--- config.mk ---
export PLATFORM = sky130hd
export DESIGN_NAME = ocp_master_port
export DESIGN_NICKNAME = d
export VERILOG_FILES = /design/src/rtl/ocp_master_port_pkg.sv /design/src/rtl/ocp_master_port.sv
export SDC_FILE = /design/constraint.sdc
export NUM_CORES = 1
export LEC_CHECK = 0
export ABC_AREA = 1
export CORE_MARGIN = 2
export CORE_UTILIZATION = 32
export CTS_CLUSTER_SIZE = 30
export DETAILED_ROUTE_END_ITERATION = 7
export PLACE_DENSITY = 0.72
export SLEW_MARGIN = 0
export SYNTH_ARGS = -nofsm -noshare
export SYNTH_HDL_FRONTEND = slang
export SYNTH_SLANG_ARGS = --single-unit
--- constraint.sdc ---
create_clock -name clk -period 1.8 [get_ports clk]
set_clock_uncertainty 0.05 [all_clocks]
set_input_delay 0.27 -clock clk [delete_from_list [all_inputs] [get_ports clk]]
set_output_delay 0.27 -clock clk [all_outputs]
set_load 0.1 [all_outputs]
--- src/rtl/ocp_master_port_pkg.sv ---
// OCP master port shared types: bus widths, OCP command/response codes,
// and the one-hot FSM encoding used by ocp_master_port.
package ocp_master_port_pkg;

  localparam int ADDR_WIDTH = 32;
  localparam int DATA_WIDTH = 32;
  localparam int BEN_WIDTH  = DATA_WIDTH / 8;

  localparam logic [2:0] OCP_CMD_IDLE  = 3'b000;
  localparam logic [2:0] OCP_CMD_WRITE = 3'b001;
  localparam logic [2:0] OCP_CMD_READ  = 3'b010;

  localparam logic [1:0] OCP_RESP_NULL = 2'b00;
  localparam logic [1:0] OCP_RESP_DVA  = 2'b01;
  localparam logic [1:0] OCP_RESP_FAIL = 2'b10;
  localparam logic [1:0] OCP_RESP_ERR  = 2'b11;

  localparam int ST_IDLE_B = 0;
  localparam int ST_CMD_B  = 1;
  localparam int ST_RESP_B = 2;

  typedef enum logic [2:0] {
    ST_IDLE = 3'b001,
    ST_CMD  = 3'b010,
    ST_RESP = 3'b100
  } state_e;

  function automatic logic [2:0] cmd_of(
    input logic rnw
  );
    return rnw ? OCP_CMD_READ : OCP_CMD_WRITE;
  endfunction

endpackage

--- src/rtl/ocp_master_port.sv ---
// OCP initiator: core req/done handshake -> single-beat OCP MCmd/SCmdAccept/SResp.
// Ports: core side i_req/i_rnw/i_addr/i_wdata/i_ben -> o_ready/o_done/o_rdata/o_err;
//        bus side o_MCmd/o_MAddr/o_MData/o_MByteEn <- i_SCmdAccept/i_SData/i_SResp.
module ocp_master_port
  import ocp_master_port_pkg::*;
#(
  parameter int unsigned               TIMEOUT  = 255,
  parameter logic [DATA_WIDTH-1:0]     ERR_DATA = 32'hDEADDEAD
) (
  input  logic                  clk,
  input  logic                  nrst,
  input  logic                  i_req,
  input  logic                  i_rnw,
  input  logic [ADDR_WIDTH-1:0] i_addr,
  input  logic [DATA_WIDTH-1:0] i_wdata,
  input  logic [BEN_WIDTH-1:0]  i_ben,
  output logic                  o_ready,
  output logic                  o_done,
  output logic [DATA_WIDTH-1:0] o_rdata,
  output logic                  o_err,
  output logic [ADDR_WIDTH-1:0] o_MAddr,
  output logic [2:0]            o_MCmd,
  output logic [DATA_WIDTH-1:0] o_MData,
  output logic [BEN_WIDTH-1:0]  o_MByteEn,
  input  logic                  i_SCmdAccept,
  input  logic [DATA_WIDTH-1:0] i_SData,
  input  logic [1:0]            i_SResp
);

  localparam bit WD_EN = (TIMEOUT > 0);
  localparam int CW    = WD_EN ? $clog2(TIMEOUT + 1) : 1;

  localparam logic [CW-1:0] TO_LAST =
    WD_EN ? CW'(TIMEOUT - 1) : '0;
  localparam logic [CW-1:0] TO_MAX =
    WD_EN ? CW'(TIMEOUT) : '0;

  state_e                state_q, state_d;
  logic [2:0]            mcmd_q, mcmd_d;
  logic [ADDR_WIDTH-1:0] maddr_q, maddr_d;
  logic [DATA_WIDTH-1:0] mdata_q, mdata_d;
  logic [BEN_WIDTH-1:0]  mben_q, mben_d;
  logic                  rnw_q, rnw_d;
  logic                  done_q, done_d;
  logic                  err_q, err_d;
  logic [DATA_WIDTH-1:0] rdata_q, rdata_d;
  logic [CW-1:0]         cnt_q, cnt_d;

  logic                  resp_vld;
  logic                  to_hit;
  logic [CW-1:0]         cnt_inc;
  logic                  fin;
  logic                  abort;

  assign resp_vld = (i_SResp != OCP_RESP_NULL);
  assign to_hit   = WD_EN && (cnt_q == TO_LAST);
  assign cnt_inc  = (cnt_q == TO_MAX) ? cnt_q
                                      : cnt_q + 1'b1;

  always_comb begin
    state_d = state_q;
    mcmd_d  = mcmd_q;
    maddr_d = maddr_q;
    mdata_d = mdata_q;
    mben_d  = mben_q;
    rnw_d   = rnw_q;
    done_d  = 1'b0;
    err_d   = err_q;
    rdata_d = rdata_q;
    cnt_d   = cnt_q;
    fin     = 1'b0;
    abort   = 1'b0;

    unique case (1'b1)
      state_q[ST_IDLE_B]: begin
        if (i_req) begin
          maddr_d = i_addr;
          mdata_d = i_wdata;
          mben_d  = i_ben;
          rnw_d   = i_rnw;
          mcmd_d  = cmd_of(i_rnw);
          cnt_d   = '0;
          state_d = ST_CMD;
        end
      end
      state_q[ST_CMD_B]: begin
        cnt_d = cnt_inc;
        if (i_SCmdAccept) begin
          mcmd_d = OCP_CMD_IDLE;
          // zero-latency slave: response on the accept edge
          if (resp_vld) fin = 1'b1;
          else state_d = ST_RESP;
        end else if (to_hit) begin
          abort = 1'b1;
        end
      end
      state_q[ST_RESP_B]: begin
        cnt_d = cnt_inc;
        if (resp_vld) fin = 1'b1;
        else if (to_hit) abort = 1'b1;
      end
      default: begin
        state_d = ST_IDLE;
        mcmd_d  = OCP_CMD_IDLE;
      end
    endcase

    // completion takes priority over a same-edge timeout
    if (fin) begin
      state_d = ST_IDLE;
      mcmd_d  = OCP_CMD_IDLE;
      done_d  = 1'b1;
      if (i_SResp == OCP_RESP_DVA) begin
        err_d = 1'b0;
        if (rnw_q) rdata_d = i_SData;
      end else begin
        err_d   = 1'b1;
        rdata_d = ERR_DATA;
      end
    end else if (abort) begin
      state_d = ST_IDLE;
      mcmd_d  = OCP_CMD_IDLE;
      done_d  = 1'b1;
      err_d   = 1'b1;
      rdata_d = ERR_DATA;
    end
  end

  always_ff @(posedge clk or negedge nrst) begin
    if (!nrst) begin
      state_q <= ST_IDLE;
      mcmd_q  <= OCP_CMD_IDLE;
      maddr_q <= '0;
      mdata_q <= '0;
      mben_q  <= '0;
      rnw_q   <= 1'b0;
      done_q  <= 1'b0;
      err_q   <= 1'b0;
      rdata_q <= '0;
      cnt_q   <= '0;
    end else begin
      state_q <= state_d;
      mcmd_q  <= mcmd_d;
      maddr_q <= maddr_d;
      mdata_q <= mdata_d;
      mben_q  <= mben_d;
      rnw_q   <= rnw_d;
      done_q  <= done_d;
      err_q   <= err_d;
      rdata_q <= rdata_d;
      cnt_q   <= cnt_d;
    end
  end

  assign o_ready   = state_q[ST_IDLE_B];
  assign o_done    = done_q;
  assign o_err     = err_q;
  assign o_rdata   = rdata_q;
  assign o_MCmd    = mcmd_q;
  assign o_MAddr   = maddr_q;
  assign o_MData   = mdata_q;
  assign o_MByteEn = mben_q;

endmodule

==> results of run 1 <==
[timing repair]
action | CTS | global route
hold buffers | 1 | 0
gates resized for setup | 0 | 3
endpoints found under the setup margin | 0 | 36
setup buffers | 0 | 0
endpoints found under the hold margin | 111 | 0
[synthesized netlist by cell type, drive strengths merged]
cell type	n
nand2	139
nand3b	1
clkbuf	2
xor2	1
nor2	33
conb	1
nand3	36
buf	18
dfrtp	115
or2	3
a21oi	2
ha	2
nand4	2
o21bai	2
dfstp	1
mux2	68
inv	22
nor3	1
o21ai	13
[placed cells by master, fill, tap and decap left out, types with 2 or more instances in the layout]
cell             instances
nor2_1                  32
nand3_1                 34
bufinv_16                2
o21bai_1                 2
buf_12                 112
clkinvlp_4               4
clkbuf_16               17
o21ai_0                 13
a21oi_1                  2
ha_1                     2
clkdlybuf4s50_1        105
clkinv_2                 2
or2_2                    3
nand2_4                  2
buf_4                   17
mux2_2                  68
clkbuf_1                 2
inv_1                   19
nand4_1                  2
dfrtp_1                115
nand2_2                 13
nand2_1                123
inv_2                    3
clkbuf_8                 4
[through the flow]
stage                     cells  area [um2]  setup WS (ns)  utilization [%]
after floorplan             462        4960         0.0920                -
after global placement      865        8510        -0.0381             56.0
after detailed placement    865        8510        -0.0887             56.0
after CTS                   897        9100         0.0996             59.9
after global routing        897        9120         0.0182             60.0
final                       897        9120          0.172             60.0
[metal layers]
metal,vias up,track usage (%),part of all wire [%],routed length [um]
met2,152,29.7,52,7160
met5,-,0,0,0
met4,0,8.57,2.6,364
met1,1980,19.6,38,5300
met3,23,6.24,7.4,1020
li1,1974,-,-,-
[cell type report]
type / instances / area, um2
Clock buffer: 23 / 488
Clock inverter: 8 / 100
Fill cell: 1184 / 6080
Inverter: 22 / 82.6
Multi-Input combinational cell: 304 / 1860
Sequential cell: 116 / 2910
Tap cell: 188 / 235
Timing Repair Buffer: 236 / 3440
[cell families (layout without fill, tap and decap cells)]
logic type      after synthesis  count (layout)  synth area share [%]
xor+xnor                      1               1                 0.177
compound gates               17              17                  1.82
flops                       116             116                  58.5
simple gates                215             215                  19.3
mux                          68              68                  15.4
buf+inv                      42             289                  4.16
other cells                   1               1                0.0756
fa+ha+maj                     2               2                 0.504
[final timing paths]
check                             from     endpoint  slack (ns)  depth (start not counted)
max                           cnt_q[0]  o_rdata[29]        0.17                          9
min                               nrst  o_MAddr[26]        0.24                          2
max reg2reg                   cnt_q[0]  o_rdata[29]        0.17                          9
min reg2reg                      rnw_q        rnw_q        0.45                          2
max in group asynchronous         nrst   state_q[0]        0.86                          3
min in group clk           i_SData[20]  o_rdata[20]        0.36                          3
[flip-flops by register name, summed over array words and instances, names as in the netlist]
name,cells
o_MCmd,2
cnt_q,8
o_MByteEn,4
o_err,1
state_q,3
o_MAddr,32
o_done,1
rnw_q,1
o_MData,32
o_rdata,32
[critical path, delay by kind of cell (launching register included)]
family / cells / cell delay (ns)
adder cells (fa/ha/maj): 1 / 0.14
AND/OR/NAND/NOR: 6 / 0.78
flip-flops: 1 / 0.41
buffers and inverters: 2 / 0.14
==> metrics.md, run 1 <==
| Metric | Value |
|---|---|
| Status | finished clean |
| Clock insertion delay at the later pin of the skew report | approximately 0.41 ns |
| Hold Slack | approximately 0.24 ns |
| Post-Syn Instances | between 400 and 500 |
| CP required | roughly 2.1 ns |
| Syn Nets | around 570 |
| Die Span X | about 130 um |
| Worst path slowest cell | dfrtp_1 |
| Initial antenna violation count | 0 |
| Yosys reg bits | around 120 |
| Final WL | 13,800 um |
| First-pass GRT wire length | 22,200 um |
| Grt ovf | 0 |
| Synth unique cells | 27 |
| Bufs on Longest Clock Path | 2 |
| Routed len/inst | 15.4 um |
| Reg clk slew, reported paths | 0.05 ns |
| Setup TNS | 0 ns |
| Peak fanout along the critical path | 32 |
| Setup Viol. Count Final | 0 |
| GR Util All Layers | 17.5% |
| Synth area leaders | dfrtp_1, mux2_2, nand2_1 |
| Port bufs | between 200 and 250 |
| Drt first pass iters | 4 |
| Post-synth top area share | 58.0% |
| # DRC | 0 |
| Avg Vias per Cell | 4.60 |
| Die height | 129 um |
| YS warnings | 0 |
| Post-synth top area cell | dfrtp_1 |
| Worst path cell trace | inv_1 > ha_1 > inv_1 > nor2_1 > nand3_2 > nand2_4 > nand2_8 > nand2_1 > nand2_1 |
| CTS tree | done |
| Final hold vios | 0 |
| CP peak stage delay | 0.41 ns |
| Initial Util | roughly a third |
| Hold Crit Class | in -> async |
| Crit end category | flip-flop |
| Nets | approximately 800 |
| Min Clock Period, post-route | about 1.6 ns |
| Detail Placement HPWL | roughly 11,000 um |
| I/O Pins | ~210 |
| Core Rows | 45 |
| Vias | approximately 4,100 |
| Max-slew violation count | 0 |
| CTS root buf | clkbuf_16 |
| Fraction of layout cells with a size suffix above 1 | between 30 and 40% |
| Maxcap violations | 0 |
| Crit share post-route | between 90% and 100% |
| Largest net degree at the start of global routing | 53 |
| Num CTS Buffers | 17 |
| Die area | 16,500 um2 |
| Initial DRC count | around 260 |
| Type of origin of the critical path | flip-flop |
| Seq/Total Area, Yosys | about three fifths |
| Syn avg cell area | ~11 um2 |
| Core region area | 15,200 um2 |
| GPL Wtd Cong | about 0.80 |
| Routed Antenna Nets | 0 |
| Clock Sinks | 116 |
| WP data arrival | approximately 1.9 ns |
| Synthesized area | between 4000 and 5000 um2 |
| N_diodes | 0 |
| RSZ-0062 raised after global routing | no |
| Top achievable clock speed | ~0.6 GHz |
| Vias in the first global route | between 4,000 and 5,000 |
| Critical path class | reg -> reg |
| Area grow syn2layout | 83.8% |
| # H-tree levels | 4 |
Power of run 1 is left out: the tool's default activity adds up to more than one toggle a clock period on the data nets, which glitch-free logic cannot reach.
==> run 2: changes to the inputs <==
--- a/constraint.sdc
+++ b/constraint.sdc
@@ -4,2 +4,2 @@
 set_output_delay 0.27 -clock clk [all_outputs]
-set_load 0.1 [all_outputs]
+set_load 0.05 [all_outputs]
==> run 2 against run 1 <==
- cell count shrank 0.89%
- via count shrank 0.36%
- clock-buffer cell count shrank 1
- first-iteration DRC count shrank 34%
- register-to-register slack better by 0.03 ns
- core utilization decreased by 8.9 points
- worst setup slack better by 0.032 ns
- highest routed layer unchanged
==> metrics.md, run 2 (synthesis gave the netlist of run 1 again) <==
| Metric | Value |
|---|---|
| Status | finished clean |
| Worst VDD drop | between 1000 and 1500 uV |
| Final hold vios | 0 (unchanged) |
| Maxcap violations | 0 (unchanged) |
| Max-slew violation count | 0 (unchanged) |
| Clock Sinks | 116 (unchanged) |
| Reg clk slew, reported paths | 0.05 ns (about the same) |
| CTS root buf | clkbuf_16 |
| Type of origin of the critical path | flip-flop |
| Die height | 129 um (unchanged) |
| Total power | ~0.016 W |
| Critical path class | reg -> reg |
| Dpl cells | 856 (-1.0%) |
| Bufs on Longest Clock Path | 2 (unchanged) |
| Hold Crit Class | in -> async |
| Min Clock Period, post-route | 1.60 ns (-0.0323 ns) |
| Num CTS Buffers | 17 (unchanged) |
| Most frequent cells in the layout | nand2_1, dfrtp_1, clkdlybuf4s50_1 |
| Initial Util | 32.6% (unchanged) |
| Setup Viol. Count Final | 0 (unchanged) |
| I/O Pins | 213 (unchanged) |
| Post-route insts no fill | 889 (-0.89%) |
| Final WL | 12,700 um (-8.0%) |
| Largest net degree at the start of global routing | 44 (-17%) |
| Initial DRC count | 173 (-34%) |
| Fraction of layout cells with a size suffix above 1 | 33.4% (-2.6 points) |
| Most common cell after layout, fill and taps aside | nand2_1 |
| Die Span X | 129 um (unchanged) |
| Area grow syn2layout | 56.5% |
| RSZ-0062 raised after global routing | no |
| Postcts setup bufs | 0 (unchanged) |
| Routed len/inst | 14.3 um (-7.2%) |
| GPL Wtd Cong | 0.804 (+0.71%) |
| Core Rows | 45 (unchanged) |
| Detail Placement HPWL | 9620 um (-9.9%) |
| Peak fanout along the critical path | 32 (unchanged) |
| Grt ovf | 0 (unchanged) |
| Vias in the first global route | 4,274 (-1.6%) |
| Clock insertion delay at the later pin of the skew report | 0.40 ns (about the same) |
| WP data arrival | 1.84 ns (-0.04 ns) |
| N_diodes | 0 (unchanged) |
| Vias | 4,114 (-0.36%) |
| Crit end category | flip-flop |
| Post-route setup slack | 0.204 ns (+0.0323 ns) |
| Top achievable clock speed | 0.627 GHz (+2.0%) |
| Worst slack, placed | -0.131 ns (-0.0421 ns) |
| Die area | 16,500 um2 (unchanged) |
| CP required | 2.04 ns (about the same) |
| Leakage | around 3.7 nW |
| Routed Antenna Nets | 0 (unchanged) |
| Nets | 797 (-1.1%) |
| Initial antenna violation count | 0 (unchanged) |
| Crit share post-route | 88.6% (-1.8 points) |
| Drt first pass iters | 4 (unchanged) |
| # DRC | 0 (unchanged) |
| Avg Vias per Cell | 4.63 (+0.53%) |
| CTS tree | done |
| # H-tree levels | 4 (unchanged) |
| P per Cell Area | slightly above 2000 nW/um2 |
| Port bufs | 211 (unchanged) |
| Hold Slack | 0.237 ns (-0.00123 ns) |
| First-pass GRT wire length | 20,500 um (-7.6%) |
| Core region area | 15,200 um2 (unchanged) |
| GR Util All Layers | 15.7% (-1.8 points) |
run 2: final timing paths:
path / slack, ns / start / cells past startpoint / end
max in group asynchronous: 0.88 / nrst / 3 / state_q[0]
hold reg to reg: 0.42 / o_rdata[17] / 2 / o_rdata[17]
min in group clk: 0.36 / i_SData[22] / 3 / o_rdata[22]
setup reg to reg: 0.20 / cnt_q[0] / 9 / o_rdata[22]
setup / recovery: 0.20 / cnt_q[0] / 9 / o_rdata[22]
hold / removal: 0.24 / nrst / 2 / o_MData[3]
run 2: repair_timing:
| item | in CTS | in global routing |
|---|---|---|
| pin swaps | 0 | 0 |
| gates resized for setup | 12 | 2 |
| setup endpoints to repair | 12 | 26 |
| endpoints found under the hold margin | 15 | 0 |
| gates cloned | 0 | 0 |
| hold buffers | 1 | 0 |
run 2: cell type report:
class / count / area, um2
fill: 1353 / 7440
sequential: 116 / 2900
timing repair buffer: 227 / 2060
multi-input combinational: 304 / 1860
clock buffer: 22 / 464
tap: 188 / 235
clock inverter: 10 / 154
inverter: 22 / 82.6
run 2: power by group:
group	total [W]	internal [W]	switching, W
Sequential	0.00437	0.00372	0.000655
Combinational	0.00810	0.00264	0.00547
Clock	0.00349	0.00238	0.00112
Total	0.0160	0.00873	0.00724
run 2: worst max-delay path, stage by stage, from the launching register on:
cell     delay [ns]
dfrtp_1        0.41
inv_1          0.09
ha_1           0.14
inv_1          0.04
nor2_1         0.16
nand3_2        0.13
nand2_4        0.12
nand2_8        0.16
nand2_1        0.11
nand2_1        0.06
run 2: per-layer routing:
layer	wire, um	vias to the layer above	track usage (%)
met5	0	-	0
met4	230	0	6.39
met3	823	16	4.82
li1	-	1949	-
met2	6480	170	26.9
met1	5210	1979	18.4
run 2: stage by stage:
| stage | area, um2 | setup TNS, ns | util [%] |
|---|---|---|---|
| 4_1_cts | 7750 | 0 | 51.0 |
| 2_1_floorplan | 4960 | 0 | - |
| 5_1_grt | 7760 | 0 | 51.1 |
| 6_report | 7760 | 0 | 51.1 |
| 3_5_place_dp | 7140 | -3.55 | 47.0 |
| 3_3_place_gp | 7140 | -1.35 | 47.0 |
(Power assumes the default switching activity.)
==> run 3: changes to the inputs <==
TNS_END_PERCENT = 10   (was unset)
==> results of run 3 <==
The final DEF is identical to that of run 2; final timing and power are the same.
